[config.mk]
export PLATFORM = sky130hd
export DESIGN_NAME = mem_indirect_seq_flat
export DESIGN_NICKNAME = d
export VERILOG_FILES = /design/src/rtl/lc3b_types.sv /design/src/rtl/mem_indirect_seq_if.sv /design/src/rtl/mem_indirect_ptr_reg.sv /design/src/rtl/mem_indirect_seq.sv /design/src/flat_wrapper.sv
export SDC_FILE = /design/constraint.sdc
export NUM_CORES = 1
export LEC_CHECK = 0
export ABC_AREA = 1
export CAP_MARGIN = 40
export CORE_MARGIN = 4
export CORE_UTILIZATION = 43
export CTS_CLUSTER_DIAMETER = 50
export DETAILED_ROUTE_END_ITERATION = 6
export HOLD_SLACK_MARGIN = 0.02
export PLACE_DENSITY = 0.88
export RECOVER_POWER = 100
export SYNTH_ARGS = -nofsm -noshare
export SYNTH_HDL_FRONTEND = slang
export SYNTH_HIERARCHICAL = 1
export SYNTH_SLANG_ARGS = --single-unit
[constraint.sdc]
create_clock -name clk -period 2.4 [get_ports clk]
set_input_delay 0.72 -clock clk [delete_from_list [all_inputs] [get_ports clk]]
set_output_delay 0.72 -clock clk [all_outputs]
set_load 0.005 [all_outputs]
[src/rtl/lc3b_types.sv]
// LC-3b shared types: opcodes, indirect memory sequencer states and the
// legal LEVELS range for mem_indirect_seq.
package lc3b_types;

  typedef enum logic [3:0] {
    op_br   = 4'h0, op_add, op_ldb, op_stb, op_jsr, op_and, op_ldr, op_str,
    op_rti, op_not, op_ldi, op_sti, op_jmp, op_shf, op_lea, op_trap
  } lc3b_opcode;

  typedef enum logic [1:0] {
    S_IDLE,
    S_PTR,
    S_FINAL,
    S_DONE
  } mem_ind_state_e;

  localparam int MEM_IND_LEVELS_MIN = 1;
  localparam int MEM_IND_LEVELS_MAX = 4;

  function automatic bit is_indirect(lc3b_opcode op);
    return (op == op_ldi) || (op == op_sti);
  endfunction

  function automatic bit levels_in_range(int levels);
    return (levels >= MEM_IND_LEVELS_MIN) && (levels <= MEM_IND_LEVELS_MAX);
  endfunction

endpackage

[src/rtl/mem_indirect_seq_if.sv]
// Pipeline/memory bundle of the indirect sequencer; master is the sequencer,
// slave is the pipeline plus memory side.
interface mem_indirect_seq_if #(parameter int WIDTH = 16);
  import lc3b_types::*;

  lc3b_opcode       opcode;
  logic             flush;
  logic [WIDTH-1:0] base_addr;
  logic [WIDTH-1:0] store_data;
  logic             mem_resp;
  logic [WIDTH-1:0] mem_rdata;
  logic [WIDTH-1:0] mem_addr;
  logic             mem_read;
  logic             mem_write;
  logic [WIDTH-1:0] mem_wdata;
  logic             stall;
  logic             done;
  logic [WIDTH-1:0] load_data;

  modport master (
    input  opcode, flush, base_addr, store_data, mem_resp, mem_rdata,
    output mem_addr, mem_read, mem_write, mem_wdata, stall, done, load_data
  );

  modport slave (
    output opcode, flush, base_addr, store_data, mem_resp, mem_rdata,
    input  mem_addr, mem_read, mem_write, mem_wdata, stall, done, load_data
  );

endinterface

[src/rtl/mem_indirect_ptr_reg.sv]
// Pointer register and dereference level counter of the indirect sequencer.
// The counter saturates at LEVELS so it can never wrap.
module mem_indirect_ptr_reg #(
  parameter int WIDTH  = 16,
  parameter int LEVELS = 1
) (
  input  logic             clk,
  input  logic             rst_n,
  input  logic             load_base,
  input  logic             advance,
  input  logic [WIDTH-1:0] base_addr,
  input  logic [WIDTH-1:0] rdata,
  output logic [WIDTH-1:0] ptr,
  output logic             last_level
);

  localparam int CW = $clog2(LEVELS + 1);

  logic [WIDTH-1:0] ptr_q, ptr_d;
  logic [CW-1:0]    level_q, level_d;

  always_comb begin
    ptr_d   = ptr_q;
    level_d = level_q;
    if (load_base) begin
      ptr_d   = base_addr;
      level_d = '0;
    end else if (advance) begin
      ptr_d = rdata;
      if (level_q != CW'(LEVELS)) level_d = level_q + CW'(1);
    end
  end

  // NOTE: state flops take non-blocking assignments so every flop samples
  // pre-edge values regardless of process evaluation order.
  always_ff @(posedge clk) begin
    if (!rst_n) begin
      ptr_q   <= '0;
      level_q <= '0;
    end else begin
      ptr_q   <= ptr_d;
      level_q <= level_d;
    end
  end

  assign ptr        = ptr_q;
  assign last_level = (level_q == CW'(LEVELS - 1));

endmodule

[src/rtl/mem_indirect_seq.sv]
// LDI/STI indirect memory sequencer: LEVELS pointer reads, then the final
// read or write. Optional wait timeout under MEM_INDIRECT_TIMEOUT_EN.
module mem_indirect_seq
  import lc3b_types::*;
#(
  parameter int WIDTH  = 16,
  parameter int LEVELS = 1
) (
  input  logic                clk,
  input  logic                rst_n,
  mem_indirect_seq_if.master  bus
`ifdef MEM_INDIRECT_TIMEOUT_EN
  ,
  output logic                timeout_err
`endif
);

  if (!levels_in_range(LEVELS)) begin : g_bad_levels
    $error("mem_indirect_seq: LEVELS must be within 1..4");
  end

  mem_ind_state_e   state_q, state_d;
  logic             is_sti_q, is_sti_d;
  logic [WIDTH-1:0] load_data_q, load_data_d;
  logic [WIDTH-1:0] ptr;
  logic             start, busy, load_base, advance, last_level, timeout_hit;

  assign start = is_indirect(bus.opcode) && !bus.flush;
  assign busy  = (state_q == S_PTR) || (state_q == S_FINAL);

`ifdef MEM_INDIRECT_TIMEOUT_EN
  logic [7:0] wait_q, wait_d;

  assign timeout_hit = busy && !bus.mem_resp && (wait_q == 8'hFF);

  always_comb begin
    wait_d = '0;
    if (busy && !bus.mem_resp && !timeout_hit) wait_d = wait_q + 8'd1;
  end

  always_ff @(posedge clk) begin
    if (!rst_n) wait_q <= '0;
    else        wait_q <= wait_d;
  end

  assign timeout_err = rst_n && timeout_hit;
`else
  assign timeout_hit = 1'b0;
`endif

  mem_indirect_ptr_reg #(.WIDTH(WIDTH), .LEVELS(LEVELS)) u_ptr_reg (
    .clk       (clk),
    .rst_n     (rst_n),
    .load_base (load_base),
    .advance   (advance),
    .base_addr (bus.base_addr),
    .rdata     (bus.mem_rdata),
    .ptr       (ptr),
    .last_level(last_level)
  );

  always_ff @(posedge clk) begin
    if (!rst_n) begin
      state_q     <= S_IDLE;
      is_sti_q    <= 1'b0;
      load_data_q <= '0;
    end else begin
      state_q     <= state_d;
      is_sti_q    <= is_sti_d;
      load_data_q <= load_data_d;
    end
  end

  always_comb begin
    state_d     = state_q;
    is_sti_d    = is_sti_q;
    load_data_d = load_data_q;
    load_base   = 1'b0;
    advance     = 1'b0;
    unique case (state_q)
      S_IDLE: begin
        if (start) begin
          state_d   = S_PTR;
          load_base = 1'b1;
          is_sti_d  = (bus.opcode == op_sti);
        end
      end
      S_PTR: begin
        if (bus.mem_resp) begin
          advance = 1'b1;
          if (last_level) state_d = S_FINAL;
        end
      end
      S_FINAL: begin
        if (bus.mem_resp) begin
          if (!is_sti_q) load_data_d = bus.mem_rdata;
          state_d = S_DONE;
        end
      end
      S_DONE: state_d = S_IDLE;
    endcase
    // A completing response still lands; flush or timeout only suppress DONE.
    if (busy && (bus.flush || timeout_hit)) state_d = S_IDLE;
  end

  // NOTE: every output is given a default before the case so no latch is
  // inferred for paths that do not assign it.
  always_comb begin
    bus.mem_addr  = '0;
    bus.mem_read  = 1'b0;
    bus.mem_write = 1'b0;
    bus.mem_wdata = '0;
    bus.stall     = 1'b0;
    bus.done      = 1'b0;
    if (rst_n) begin
      unique case (state_q)
        S_IDLE: bus.stall = start;
        S_PTR: begin
          bus.mem_read = 1'b1;
          bus.mem_addr = ptr;
          bus.stall    = 1'b1;
        end
        S_FINAL: begin
          bus.mem_addr = ptr;
          bus.stall    = 1'b1;
          if (is_sti_q) begin
            bus.mem_write = 1'b1;
            bus.mem_wdata = bus.store_data;
          end else begin
            bus.mem_read = 1'b1;
          end
        end
        S_DONE: bus.done = 1'b1;
      endcase
    end
  end

  assign bus.load_data = load_data_q;

endmodule
[src/flat_wrapper.sv]
// flat-port wrapper written by rule: the top's interface ports become plain ports
module mem_indirect_seq_flat import lc3b_types::*;
#(
  parameter int WIDTH  = 16,
  parameter int LEVELS = 1
)
  (clk, rst_n, bus_opcode, bus_flush, bus_base_addr, bus_store_data, bus_mem_resp, bus_mem_rdata, bus_mem_addr, bus_mem_read, bus_mem_write, bus_mem_wdata, bus_stall, bus_done, bus_load_data);
  mem_indirect_seq_if #(.WIDTH(WIDTH)) bus_i ();
  input  logic clk;
  input  logic rst_n;
  input wire logic [$bits(bus_i.opcode)-1:0] bus_opcode;
  input wire logic [$bits(bus_i.flush)-1:0] bus_flush;
  input wire logic [$bits(bus_i.base_addr)-1:0] bus_base_addr;
  input wire logic [$bits(bus_i.store_data)-1:0] bus_store_data;
  input wire logic [$bits(bus_i.mem_resp)-1:0] bus_mem_resp;
  input wire logic [$bits(bus_i.mem_rdata)-1:0] bus_mem_rdata;
  output wire logic [$bits(bus_i.mem_addr)-1:0] bus_mem_addr;
  output wire logic [$bits(bus_i.mem_read)-1:0] bus_mem_read;
  output wire logic [$bits(bus_i.mem_write)-1:0] bus_mem_write;
  output wire logic [$bits(bus_i.mem_wdata)-1:0] bus_mem_wdata;
  output wire logic [$bits(bus_i.stall)-1:0] bus_stall;
  output wire logic [$bits(bus_i.done)-1:0] bus_done;
  output wire logic [$bits(bus_i.load_data)-1:0] bus_load_data;
  assign bus_i.opcode = bus_opcode;
  assign bus_i.flush = bus_flush;
  assign bus_i.base_addr = bus_base_addr;
  assign bus_i.store_data = bus_store_data;
  assign bus_i.mem_resp = bus_mem_resp;
  assign bus_i.mem_rdata = bus_mem_rdata;
  assign bus_mem_addr = bus_i.mem_addr;
  assign bus_mem_read = bus_i.mem_read;
  assign bus_mem_write = bus_i.mem_write;
  assign bus_mem_wdata = bus_i.mem_wdata;
  assign bus_stall = bus_i.stall;
  assign bus_done = bus_i.done;
  assign bus_load_data = bus_i.load_data;
  mem_indirect_seq #(.WIDTH(WIDTH), .LEVELS(LEVELS)) u_core (.clk(clk), .rst_n(rst_n), .bus(bus_i));
endmodule
After elaboration in Yosys (flattened, before gate mapping)
Cells that the tools add are included.

storage, ports and cells
  output and inout bits = 52
  register bits = 36
  bits of input ports = 56

cells by class
  bitwise operators = 2
  mux-type cells = 27
  equality and inequality tests = 9
  reductions and logical operators = 13
  add/subtract/negate cells = 1

operators by type and width
  kind                                                   count
  two-way mux 16 bit                                     7
  two-way mux 1 bit                                      13
  == test 4 bit, second input constant                   2
  two-way mux 2 bit                                      4
  one-hot mux 2 bit (4 select lines)                     1
  inequality test 2 bit, second input constant           3
  OR reduction 2 bit                                     3
  == test 2 bit, second input constant                   2
  one-hot mux 1 bit (2 select lines)                     2
  AND reduction 4 bit                                    1
  AND reduction 3 bit                                    1
  == test 2 x 1 -> 1 bit, second input constant          1
  logical AND 1 bit                                      2
  zero test 2 bit                                        1
  logical OR 1 bit                                       2
  inequality test 2 x 1 -> 1 bit, second input constant  1
  NOT 1 bit                                              2
  AND reduction 2 bit                                    1
  nonzero test 2 bit                                     1
  adder 1 bit, second input constant                     1
  zero test 1 bit                                        1

Depth between registers and ports, before layout
  depth in word-level cells = 6
  depth in mapped cells = 11
  mapped depth without buffers = 9

Hierarchy
Netlist, hierarchy kept.

modules (own cells, without submodules)
  module                instances  seq. area each (um2)  cells each  area an instance (um2)
  mem_indirect_seq      1          380.4                 187         1224.9
  mem_indirect_ptr_reg  1          340.3                 126         864.6

Worst setup path after synthesis
Ideal clock, no wire load.

  kind = in2out
  start point = in rst_n
  end point = out bus_mem_wdata[10]
  slack = 0.406 ns
  stages = 5
  arrival = 1.274 ns
  path buffers = 1
  cell sequence = inv_2 -> nor3_4 -> inv_2 -> buf_8 -> nor2_4

between the ends
  longest elaborated chain between the ends = 1

ends and longest elaborated chain
  what                RTL line                 text
  start: declaration  flat_wrapper.sv:10       input logic rst_n;
  two-way mux 16 bit  mem_indirect_seq.sv:115  if (rst_n) begin
  end: declaration    flat_wrapper.sv:20       output wire logic [$bits(bus_i.mem_wdata)-1:0] bus_mem_wdata;

No other way between the ends.

Worst setup path in the final report
  start point = in bus_store_data[4]
  end point = out bus_mem_wdata[4]

between the ends
  longest elaborated chain between the ends = 3

ends and longest elaborated chain
  what                RTL line                 text
  start: declaration  flat_wrapper.sv:14       input wire logic [$bits(bus_i.store_data)-1:0] bus_store_data;
  two-way mux 16 bit  mem_indirect_seq.sv:126  if (is_sti_q) begin
  two-way mux 16 bit  mem_indirect_seq.sv:116  unique case (state_q)
  two-way mux 16 bit  mem_indirect_seq.sv:115

No other way between the ends.

==> metrics.cfg <==
[run_status]
status = finished clean

[placed_design]
place.port_buffers = 107
place_ws_ps = -615
dp_hpwl_mm = 4.81
finalWeightedCongestion = 0.819

[drt]
drc_errors = 0
drtAntennaViolNets = 0
vias_per_cell = 4.57
drt_iter0_markers = 101
avgRoutedWirePerCell_um = 13.1
wl_met2_mm = 3.56
drt_first_pass_iters = 4
routed.top_layer = met4
wl_mm = 6.68
vias = 2324
wl_met1_mm = 2.61
dr_wl_met3_um = 438

[setup_path]
crit-reg2reg-launch = u_core/state_q[1]
crit_required_ps = 1680
crit_type = input port to output pin
worstPathArrival_ps = 1610
cp-start-kind = input port
setup.worst_path.end_class = output pin
reg2reg_to = u_core/u_ptr_reg/ptr[0]
path_max_fanout = 1
rr_worst_depth = 14
reg2reg_slack_ps = 360

[timing]
rsz0062_at_grt = false
period_needed_ps = 2330
slew_headroom_pct = 66.4
worst_hold_slack_ps = 444
max_freq_mhz = 429
setup_viol = 0
finalCritPeriodShare_pct = 97.1
worst_pin_slew_ps = 504
hold_viol = 0
worst_slack_ps = 69.7
drv_slew = 0
fin_skew_ps = 7.49

[global_route]
overflow = 0
grt_pass1_wl_mm = 10.8
antenna_found_initial = 0
grt_pass1_vias = 2258
grt_max_degree = 33
grtUsageTotal_pct = 22.6

[cts]
cts_max_level = 2
cts_hold_buf = 0
tritoncts = yes
clockBufferDepth = 2
path_clk_slew_ps = 80
numCtsBuffers = 5
insertion_delay_ps = 290
clock-sinks = 36
clock-root-buffer = clkbuf_8

[worst_hold_path]
hold_start = u_core/bus.load_data[9]
min_to = u_core/bus.load_data[9]
hp-class = flip-flop to flip-flop
whs_path_depth = 2

[power]
power.density_nw_per_um2 = 625
max-vdd-ir-drop_v = 0.000325
p_leak_nw = 1.74

[logic_synthesis]
ys_seq_area_share_pct = 34.5
syn_nets = 374
avgSynthCellArea_um2 = 6.68
synth_cell_types = 22
synthTopCellsByArea = dfxtp_1 (34%), inv_1 (13%), nand2_1 (10%), nand3_1 (8.4%), nor2_1 (5.4%)
yosysTopAreaCellShare_pct = 34.5
syn_area_um2 = 2090
synth_top_area_cell = dfxtp_1
syn_inst = 313
yosysWarningCount = 6
ys_seq_elements = 36

[die]
coreArea_um2 = 4720
dieArea_um2 = 6040
die_h_um = 77.7
ios = 108
rows = 25
die_w_um = 77.7
start_util_pct = 44.2

[job]
maxCapViolCount = 0

[layout]
drive_gt1_share_pct = 17.6
area_growth_pct = 64.3
fill_cells = 365
nets = 502
antennaDiodeCount = 0

cell type report:
type                            count  area (um2)  area share (%)
Timing Repair Buffer              135        1230            35.9
Multi-Input combinational cell    184         981            28.6
Sequential cell                    36         724            21.1
Inverter                           79         302            8.78
Tap cell                           67        83.8            2.44
Clock buffer                        5        68.8            2.00
Clock inverter                      3        42.5            1.24
cell usage in the layout (no fill, tap or decap), drive strengths merged:
master and count:
a21oi 20, clkdlybuf4s15 7, clkinv 1, nor2 42, clkinvlp 1, clkbuf 13, ha 5, dlygate4sd3 18
dfxtp 36, dlygate4sd2 20, nand3 35, buf 33, inv 79, clkdlybuf4s50 48, nor3 1, bufbuf 1
nand2 62, bufinv 1, o21ai 19
state kept, by name, summed over array words and instances (netlist names):
| name | flops |
|---|---|
| u_core/u_ptr_reg/level_q | 1 |
| u_core/state_q | 2 |
| u_core/is_sti_q | 1 |
| u_core/u_ptr_reg/ptr | 16 |
| u_core/bus.load_data | 16 |
kinds of logic (layout without fill, tap and decap cells):
group,after synthesis,count (layout),synth area share (%)
AND/OR/NAND/NOR,139,140,32.5
flip-flops,36,36,34.5
AO/OA/AOI/OAI,39,39,9.34
buffers and inverters,94,222,20.7
adder cells (fa/ha/maj),5,5,2.99
worst max-delay path: stages:
cell           delay (ps)
dlygate4sd3_1         520
inv_1                  40
nor2_1                 80
dlygate4sd2_1         250
where the power goes:
| part | leakage (nW) | internal, mW | total, mW | switching, mW |
|---|---|---|---|---|
| Clock | 0.0541 | 0.307 | 0.529 | 0.222 |
| Sequential | 0.293 | 0.693 | 0.749 | 0.0561 |
| Combinational | 1.39 | 0.413 | 0.867 | 0.454 |
| Total | 1.74 | 1.41 | 2.15 | 0.733 |
Yosys cell counts, drive strengths merged:
library cell / count
a21oi: 20
dfxtp: 36
inv: 79
nand3: 35
nor3: 1
nor2: 41
nand2: 62
ha: 5
buf: 14
o21ai: 19
clkbuf: 1
layer usage:
metal	track usage (%)	up-vias
met3	5.10	10
met4	6.58	0
li1	-	1189
met1	25.4	1016
met2	42.2	109
met5	0	-
per-stage QoR:
| stage | total power, mW | util, % | area, um2 | cells | TNS, ps |
|---|---|---|---|---|---|
| finish | 2.15 | 72.7 | 3430 | 509 | 0 |
| global route | 2.28 | 72.7 | 3430 | 509 | 0 |
| CTS | 2.16 | 74.2 | 3500 | 511 | -5.18 |
| detailed placement | 1.59 | 69.0 | 3260 | 488 | -19040 |
| global placement | 1.57 | 69.0 | 3260 | 488 | -18620 |
| floorplan | 1.23 | - | 2090 | 313 | 0 |
worst max path at each step:
stage                              endpoint  depth (start not counted)               from
finish                     bus_mem_wdata[4]                          4  bus_store_data[4]
global route        u_core/u_ptr_reg/ptr[0]                         14          bus_flush
CTS                        bus_mem_wdata[6]                          9  u_core/state_q[0]
detailed placement        bus_mem_wdata[14]                          7              rst_n
global placement           bus_mem_wdata[1]                          7              rst_n
floorplan                 bus_mem_wdata[10]                          5              rst_n
what timing repair did:
action,CTS,global route
pin swaps,7,2
setup endpoints to repair,36,37
resized for setup,103,11
cloned,3,0
setup buffers,12,0
(Power assumes the default switching activity.)
